<file path="config.mk">
export PLATFORM = sky130hd
export DESIGN_NAME = pt_check
export DESIGN_NICKNAME = d
export VERILOG_FILES = /design/src/rtl/pt_check_pkg.sv /design/src/rtl/pt_check.sv
export SDC_FILE = /design/constraint.sdc
export NUM_CORES = 1
export LEC_CHECK = 0
export BUFFER_PORTS_ARGS = -buffer_cell sky130_fd_sc_hd__buf_4
export CAP_MARGIN = 10
export CORE_MARGIN = 2
export CORE_UTILIZATION = 46
export DETAILED_ROUTE_END_ITERATION = 10
export PLACE_DENSITY_LB_ADDON = 0.05
export REMOVE_ABC_BUFFERS = 1
export SYNTH_ARGS = -nofsm -noshare
export SYNTH_HDL_FRONTEND = slang
export SYNTH_SLANG_ARGS = --single-unit
</file>
<file path="constraint.sdc">
create_clock -name clk -period 1.8 [get_ports clk]
set_input_delay 0.18 -clock clk [delete_from_list [all_inputs] [get_ports clk]]
set_output_delay 0.18 -clock clk [all_outputs]
set_load 0.02 [all_outputs]
</file>
<file path="src/rtl/pt_check_pkg.sv">
// Shared types and helpers for the plaintext capture-and-validate stage.
package pt_check_pkg;

  // Controller states. The encoding is visible on the dbg_state port.
  typedef enum logic [1:0] {
    IDLE   = 2'd0,
    WRLEN  = 2'd1,
    STREAM = 2'd2,
    DONE   = 2'd3
  } state_t;

  // Default printable-ASCII window: space through tilde, both inclusive.
  localparam logic [7:0] PT_PRINT_LO = 8'h20;
  localparam logic [7:0] PT_PRINT_HI = 8'h7E;

  // True when b lies inside the inclusive range [lo, hi].
  function automatic logic is_printable(input logic [7:0] b,
                                        input logic [7:0] lo,
                                        input logic [7:0] hi);
    return (b >= lo) && (b <= hi);
  endfunction

endpackage

</file>
<file path="src/rtl/pt_check.sv">
// Plaintext capture-and-validate stage. Writes a length-prefixed message into
// the plaintext RAM (length at address 0, bytes at 1..len) and checks every
// byte against the printable range. It aborts on the first bad byte so the key
// search can move on early.
//
// Handshakes: the start request is taken when en && rdy; a data byte is taken
// when in_valid && in_ready. rdy and in_ready depend on state only, so the
// upstream blocks may hold en or in_valid high for as long as they like, and a
// request made while the matching ready is low is simply not seen.
module pt_check
  import pt_check_pkg::*;
#(
  parameter logic [7:0] PRINT_LO = PT_PRINT_LO,
  parameter logic [7:0] PRINT_HI = PT_PRINT_HI
) (
  input  logic       clk,
  input  logic       rst,
  input  logic       en,
  input  logic [7:0] len,
  output logic       rdy,
  input  logic       in_valid,
  input  logic [7:0] in_data,
  output logic       in_ready,
  output logic [7:0] pt_addr,
  output logic [7:0] pt_wrdata,
  output logic       pt_wren,
  output logic       done,
  output logic       ok,
  output logic [7:0] bad_idx,
  output state_t     dbg_state
);

  state_t     state_q;
  logic [7:0] len_q;
  logic [7:0] idx_q;
  logic       ok_q;
  logic [7:0] bad_idx_q;
  logic       accept;
  logic       byte_ok;

  assign accept  = in_valid && (state_q == STREAM);
  assign byte_ok = is_printable(in_data, PRINT_LO, PRINT_HI);

  // Controller: captures the length, walks idx over the bytes and records the verdict.
  always_ff @(posedge clk or posedge rst) begin
    if (rst) begin
      state_q   <= IDLE;
      len_q     <= 8'h00;
      idx_q     <= 8'h00;
      ok_q      <= 1'b0;
      bad_idx_q <= 8'h00;
    end else begin
      case (state_q)
        IDLE: begin
          if (en) begin
            len_q     <= len;
            ok_q      <= 1'b0;
            bad_idx_q <= 8'h00;
            idx_q     <= 8'h01;
            state_q   <= WRLEN;
          end
        end
        WRLEN: begin
          if (len_q == 8'h00) begin
            ok_q    <= 1'b1;
            state_q <= DONE;
          end else begin
            state_q <= STREAM;
          end
        end
        STREAM: begin
          if (in_valid) begin
            if (!byte_ok) begin
              ok_q      <= 1'b0;
              bad_idx_q <= idx_q;
              state_q   <= DONE;
            end else if (idx_q == len_q) begin
              // len is at most 255, so idx never has to pass 255 and cannot wrap.
              ok_q    <= 1'b1;
              state_q <= DONE;
            end else begin
              idx_q <= idx_q + 8'h01;
            end
          end
        end
        DONE: begin
          state_q <= IDLE;
        end
        default: begin
          state_q <= IDLE;
        end
      endcase
    end
  end

  // Memory write port: the length in WRLEN, otherwise each accepted byte (bad ones included).
  always_comb begin
    pt_wren   = 1'b0;
    pt_addr   = 8'h00;
    pt_wrdata = 8'h00;
    if (state_q == WRLEN) begin
      pt_wren   = 1'b1;
      pt_addr   = 8'h00;
      pt_wrdata = len_q;
    end else if (accept) begin
      pt_wren   = 1'b1;
      pt_addr   = idx_q;
      pt_wrdata = in_data;
    end
  end

  assign rdy       = (state_q == IDLE);
  assign in_ready  = (state_q == STREAM);
  assign done      = (state_q == DONE);
  assign ok        = ok_q;
  assign bad_idx   = bad_idx_q;
  assign dbg_state = state_q;

endmodule

</file>
After elaboration in Yosys (flattened, before gate mapping)
Index checks and enable logic that the tools add are counted.
{ "op_classes": {"order_cmp": 2, "muxes": 27, "reduce_logical": 11, "n_addsub": 1, "eq_ne": 11} }
{ "op_table": {"columns": ["cell", "count"], "rows": [
  ["2-to-1 mux 8 bit", 11],
  ["one-hot mux 8 bit (2 select lines)", 2],
  ["!= test 2 bit (second input constant)", 5],
  ["AND reduction 5 bit", 2],
  ["adder 8 x 1 -> 8 bit (second input constant)", 1],
  ["== test 8 bit", 1],
  ["greater-or-equal comparator 8 x 6 -> 1 bit (second input constant)", 1],
  ["less-or-equal comparator 8 x 7 -> 1 bit (second input constant)", 1],
  ["zero test 8 bit", 1],
  ["2-to-1 mux 1 bit", 8],
  ["2-to-1 mux 2 bit", 4],
  ["one-hot mux 2 bit (4 select lines)", 1],
  ["== test 2 bit (second input constant)", 2],
  ["AND reduction 4 bit", 1],
  ["!= test 3 x 2 -> 1 bit (second input constant)", 1],
  ["one-hot mux 1 bit (3 select lines)", 1],
  ["AND reduction 3 bit", 1],
  ["nonzero test 3 bit", 1],
  ["== test 2 x 1 -> 1 bit (second input constant)", 1],
  ["logical AND 1 bit", 2],
  ["zero test 2 bit", 1],
  ["!= test 2 x 1 -> 1 bit (second input constant)", 1],
  ["AND reduction 2 bit", 1],
  ["nonzero test 2 bit", 1]
]} }
{ "word_totals": {"input_bits": 20, "word_cells": 57, "regBits": 27, "output_inout_bits": 31} }

Depth between registers and ports, before layout
{ "logic_depth": {"word_depth": 5, "mapped_depth": 8} }

Worst setup path after synthesis
OpenSTA, ideal clock, no wires.
{ "synth_timing": {"kind": "reg2reg", "from": "register state_q[1], in the netlist dbg_state[1]", "to": "register bad_idx_q[0], in the netlist bad_idx[0]", "period_less_slack_ns": 2.099, "required_ns": 1.690, "path_buffers": 1, "setup_time_ns": 0.110, "path_slack_ns": -0.299, "path_stages_with_launch": 7, "arrival_ns": 1.989, "cell_sequence": "dfrtp_1 > inv_1 > ha_1 > mux2i_2 > clkbuf_1 > o21ai_0 > o41ai_1"} }
{ "synth_via": {"elab_chain_len": 3} }
{ "synth_rtl": {"columns": ["item", "line", "rtl"], "rows": [
  ["from (decl)", "pt_check.sv:33", "state_t state_q;"],
  ["from (signal assigned)", "pt_check.sv:47", "state_q <= IDLE;"],
  ["from (signal assigned)", "pt_check.sv:60", "state_q <= WRLEN;"],
  ["from (signal assigned)", "pt_check.sv:66", "state_q <= DONE;"],
  ["zero test 2 bit (*)", null, null],
  ["named net rdy", "pt_check.sv:20", "output logic rdy,"],
  ["!= test 2 bit (no source line) or nonzero test 2 bit (tied branches)", null, null],
  ["AND reduction 4 bit (no source line)", null, null],
  ["to (signal assigned)", "pt_check.sv:75", "bad_idx_q <= idx_q;"],
  ["to (decl)", "pt_check.sv:37", "logic [7:0] bad_idx_q;"]
]} }
The timed path passes the listed nets; every way through them passes the cells marked *.
A chain may end at the register's enable or synchronous reset.

Final worst setup path
{ "layout_timing": {"from": "register state_q[1], in the netlist dbg_state[1]", "to": "output port pt_wrdata[6]"} }
{ "layout_via": {"elab_chain_len": 4} }
{ "layout_rtl": {"columns": ["item", "line", "rtl"], "rows": [
  ["== test 2 bit", "pt_check.sv:41", "assign accept = in_valid && (state_q == STREAM);"],
  ["logical AND 1 bit", "pt_check.sv:41", null],
  ["2-to-1 mux 8 bit", "pt_check.sv:105", "end else if (accept) begin"],
  ["2-to-1 mux 8 bit (*)", "pt_check.sv:101", "if (state_q == WRLEN) begin"],
  ["to (decl)", "pt_check.sv:25", "output logic [7:0] pt_wrdata,"]
]} }
Mark *: on every way between the ends. The rest lies on a longest branch, timed or not.

==> key figures <==
Placed design
  – Port bufs: 50
  – GPL Wtd Cong: around 0.86
  – DP HPWL: roughly 3600 um

Global routing
  – Number of global-route vias before repair: 1703
  – First-pass GRT wire length: 7969 um
  – Largest net degree at the start of global routing: 28
  – GRT Total Usage: approximately 24%
  – Initial antenna violation count: 0
  – Global route overflow: 0

Timing
  – Unrepaired setup endpoints after global routing: yes
  – Worst setup margin: -0.002792 ns
  – Final hold viol count: 0
  – Slew @ Worst Pin: about 0.36 ns
  – Achievable Freq: 0.5547 GHz
  – Rel. slew slack: 75.83%
  – Minimum clock period: between 1.5 and 2 ns
  – Fin. max-slew vios: 0
  – Count of final setup violators: 1
  – Final period util: 100.2%
  – Skew final: 0.004689 ns
  – Final setup TNS: -0.002792 ns

Clock tree
  – Worst-case clock buffer depth: 2
  – Clock root buffer: clkbuf_8
  – H-tree lvl count: 1
  – CTS tree: yes
  – Clock net sink count: 27
  – TritonCTS buffer count: 3
  – CTS clk-pin slew, worst paths: 0.10 ns
  – Skew-Pair Late Insertion Delay: 0.28 ns

Finish
  – Area of the multi-input gates: 1039 um2
  – Storage cell area: 675.6 um2
  – ANT cells: 0
  – Layout cells sized above 1: 41.57%
  – Nets: around 280
  – Layout fillers: approximately 300
  – P&R area growth vs syn: 45.15%

Synthesis
  – Asr flop ratio synth: 100.0%
  – YS warnings: 0
  – Post-Syn Area per Cell: 9.374 um2
  – Seq/Total Area, Yosys: approximately two fifths
  – Number of distinct library cells after synthesis: 43
  – Leading area contributor after synthesis: dfrtp_1
  – Synth area leaders: dfrtp_1 (39%), mux2_2 (5.3%), a22o_1 (4.1%), xnor2_1 (4.1%), nand2_1 (3.9%)
  – EDFF count, synth: 0
  – Most instantiated cells after synthesis: dfrtp_1 (27), nand2_1 (18), o21ai_0 (13), inv_1 (9)
  – Main synth FF type: dfrtp_1
  – Post-Synthesis Cell Area: 1715 um2
  – Syn Inst Count: 183
  – Cell with the most instances after synthesis: dfrtp_1
  – Share of the synthesized area in the top cell type: between 30% and 40%
  – Yosys reg bits: 27

Status
  – Status: finished with violations
  – Failing checks: setup timing

Hold path
  – Hold Path End: len_q[4]$_DFFE_PP0P_
  – Hold depth: 2
  – Hold Crit Start: len[4]
  – HP Class: primary input to register

Power and ir drop
  – Pwr Total: 3.719 mW
  – Pleak: between 1 and 1.5 nW
  – Pwr Density: approximately 1500 nW/um2
  – Max VDD drop: 0.9349 mV

Setup path
  – Arr. time, crit path: ~1.6 ns
  – Worst setup EP type: primary output
  – Critical Path RT: 1.62 ns
  – Reg-to-reg slack, setup: ~0.060 ns
  – Startpoint types: register
  – R2r endpoint: idx_q[7]$_DFFE_PP0P_
  – CP startpoint: dbg_state[1]$_DFFE_PP0P_
  – Type of the worst setup path: register to primary output
  – Worst r2r src: dbg_state[0]$_DFFE_PP0P_
  – Reg2reg path depth: 7
  – Max FO, Critical Path: 8

Route
  – Vias: 1715
  – Total iterations of the first detailed-routing run: 4
  – DR vias/cell: 5.660
  – Routed wire length: approximately 4700 um
  – Initial DRC count: 99
  – DRC: 0
  – Post-route ant nets: 0
  – Wire per inst: about 16 um

Floorplan
  – Starting density of the core: 47.21%
  – Core Box Area: 3633 um2
  – Height of the die: 65.07 um
  – Die area: 4233 um2
  – Die Wd: ~65 um
  – I/O Pins: 51
  – Row count: 22

Flow run
  – MaxCap Viol Count: 0
==> cell usage in the layout (no fill, tap or decap), drive strengths merged, types with 2 or more instances in the layout <==
master and count:
a21oi 6, a22o 8, a31o 2, a31oi 3
and2 7, and3 2, and4 2, buf 76
clkbuf 3, dfrtp 27, ha 5, inv 9
mux2 8, mux2i 2, nand2 18, nand2b 3
nand3 6, nand4 7, nor2 8, nor3 2
nor4 2, o211ai 2, o21ai 14, o31ai 7
or3 3, xnor2 8
==> per-layer routing <==
layer | track usage [%] | up-vias | wire length, um
met5 | 0 | - | 0
met4 | 6.771 | 0 | 47
met3 | 2.951 | 5 | 260
met2 | 40.59 | 73 | 2272
li1 | - | 821 | -
met1 | 32.93 | 816 | 2135
==> critical path, stage by stage, from the launching register on <==
cell	delay [ns]
dfrtp_1	0.41
buf_4	0.15
ha_4	0.18
nand2_4	0.09
nor2_4	0.04
buf_6	0.13
a22o_1	0.21
buf_6	0.13
==> how the worst max path moves through the flow <==
stage | end | slack, ns | cells after the start
final | pt_wrdata[6] | -0.003 | 7
after global routing | pt_wrdata[3] | -0.05 | 7
after global placement | idx_q[6]$_DFFE_PP0P_ | 0.08 | 7
after floorplan | idx_q[7]$_DFFE_PP0P_ | -0.53 | 7
after CTS | pt_wrdata[5] | 0.01 | 7
after detailed placement | idx_q[7]$_DFFE_PP0P_ | 0.06 | 7
==> through the flow <==
stage,std cells,setup WS [ns],util [%],hold WS [ns],cell area (um2)
after floorplan,174,-0.5328,-,0.2327,1678
after global placement,292,0.08234,62.29,0.2642,2263
after detailed placement,292,0.05759,62.29,0.2750,2263
after CTS,301,0.01054,65.94,0.1169,2396
after global routing,303,-0.04704,68.53,0.1212,2490
final,303,-0.002792,68.53,0.1146,2490
==> cell families after synthesis <==
family	after synthesis	synth area share [%]
AOI/OAI and AO/OA	52	22.32
DFF	27	39.39
buffers and inverters	18	4.157
adders and majority gates	5	3.647
and+or+nand+nor	63	19.77
xor gates and xnor gates	8	4.085
muxes	10	6.638
==> area by class of cell <==
type / count / area share (%)
Multi-Input combinational cell: 138 / 41.71
Sequential cell: 27 / 27.14
Timing Repair Buffer: 77 / 25.43
Tap cell: 48 / 2.412
Clock buffer: 3 / 1.658
Inverter: 9 / 1.357
Clock inverter: 1 / 0.3015
==> power by group <==
part / internal [mW] / total, mW / switching (mW)
Sequential: 0.780 / 0.979 / 0.199
Clock: 0.158 / 0.376 / 0.218
Combinational: 1.14 / 2.36 / 1.23
==> sequential cells by signal, summed over array words and instances (netlist names) <==
signal,flops
bad_idx,8
idx_q,8
len_q,8
dbg_state,2
ok,1
==> what timing repair did <==
action                                  4_1_cts  5_1_grt
pin swaps                                     0        4
gates resized for setup                      11       18
endpoints found under the hold margin        27        0
endpoints found under the setup margin       15       22
hold buffers                                  1        0
cloned                                        1        0
buffers inserted                              3        2
Note: power is estimated with default switching activity, not from simulation.
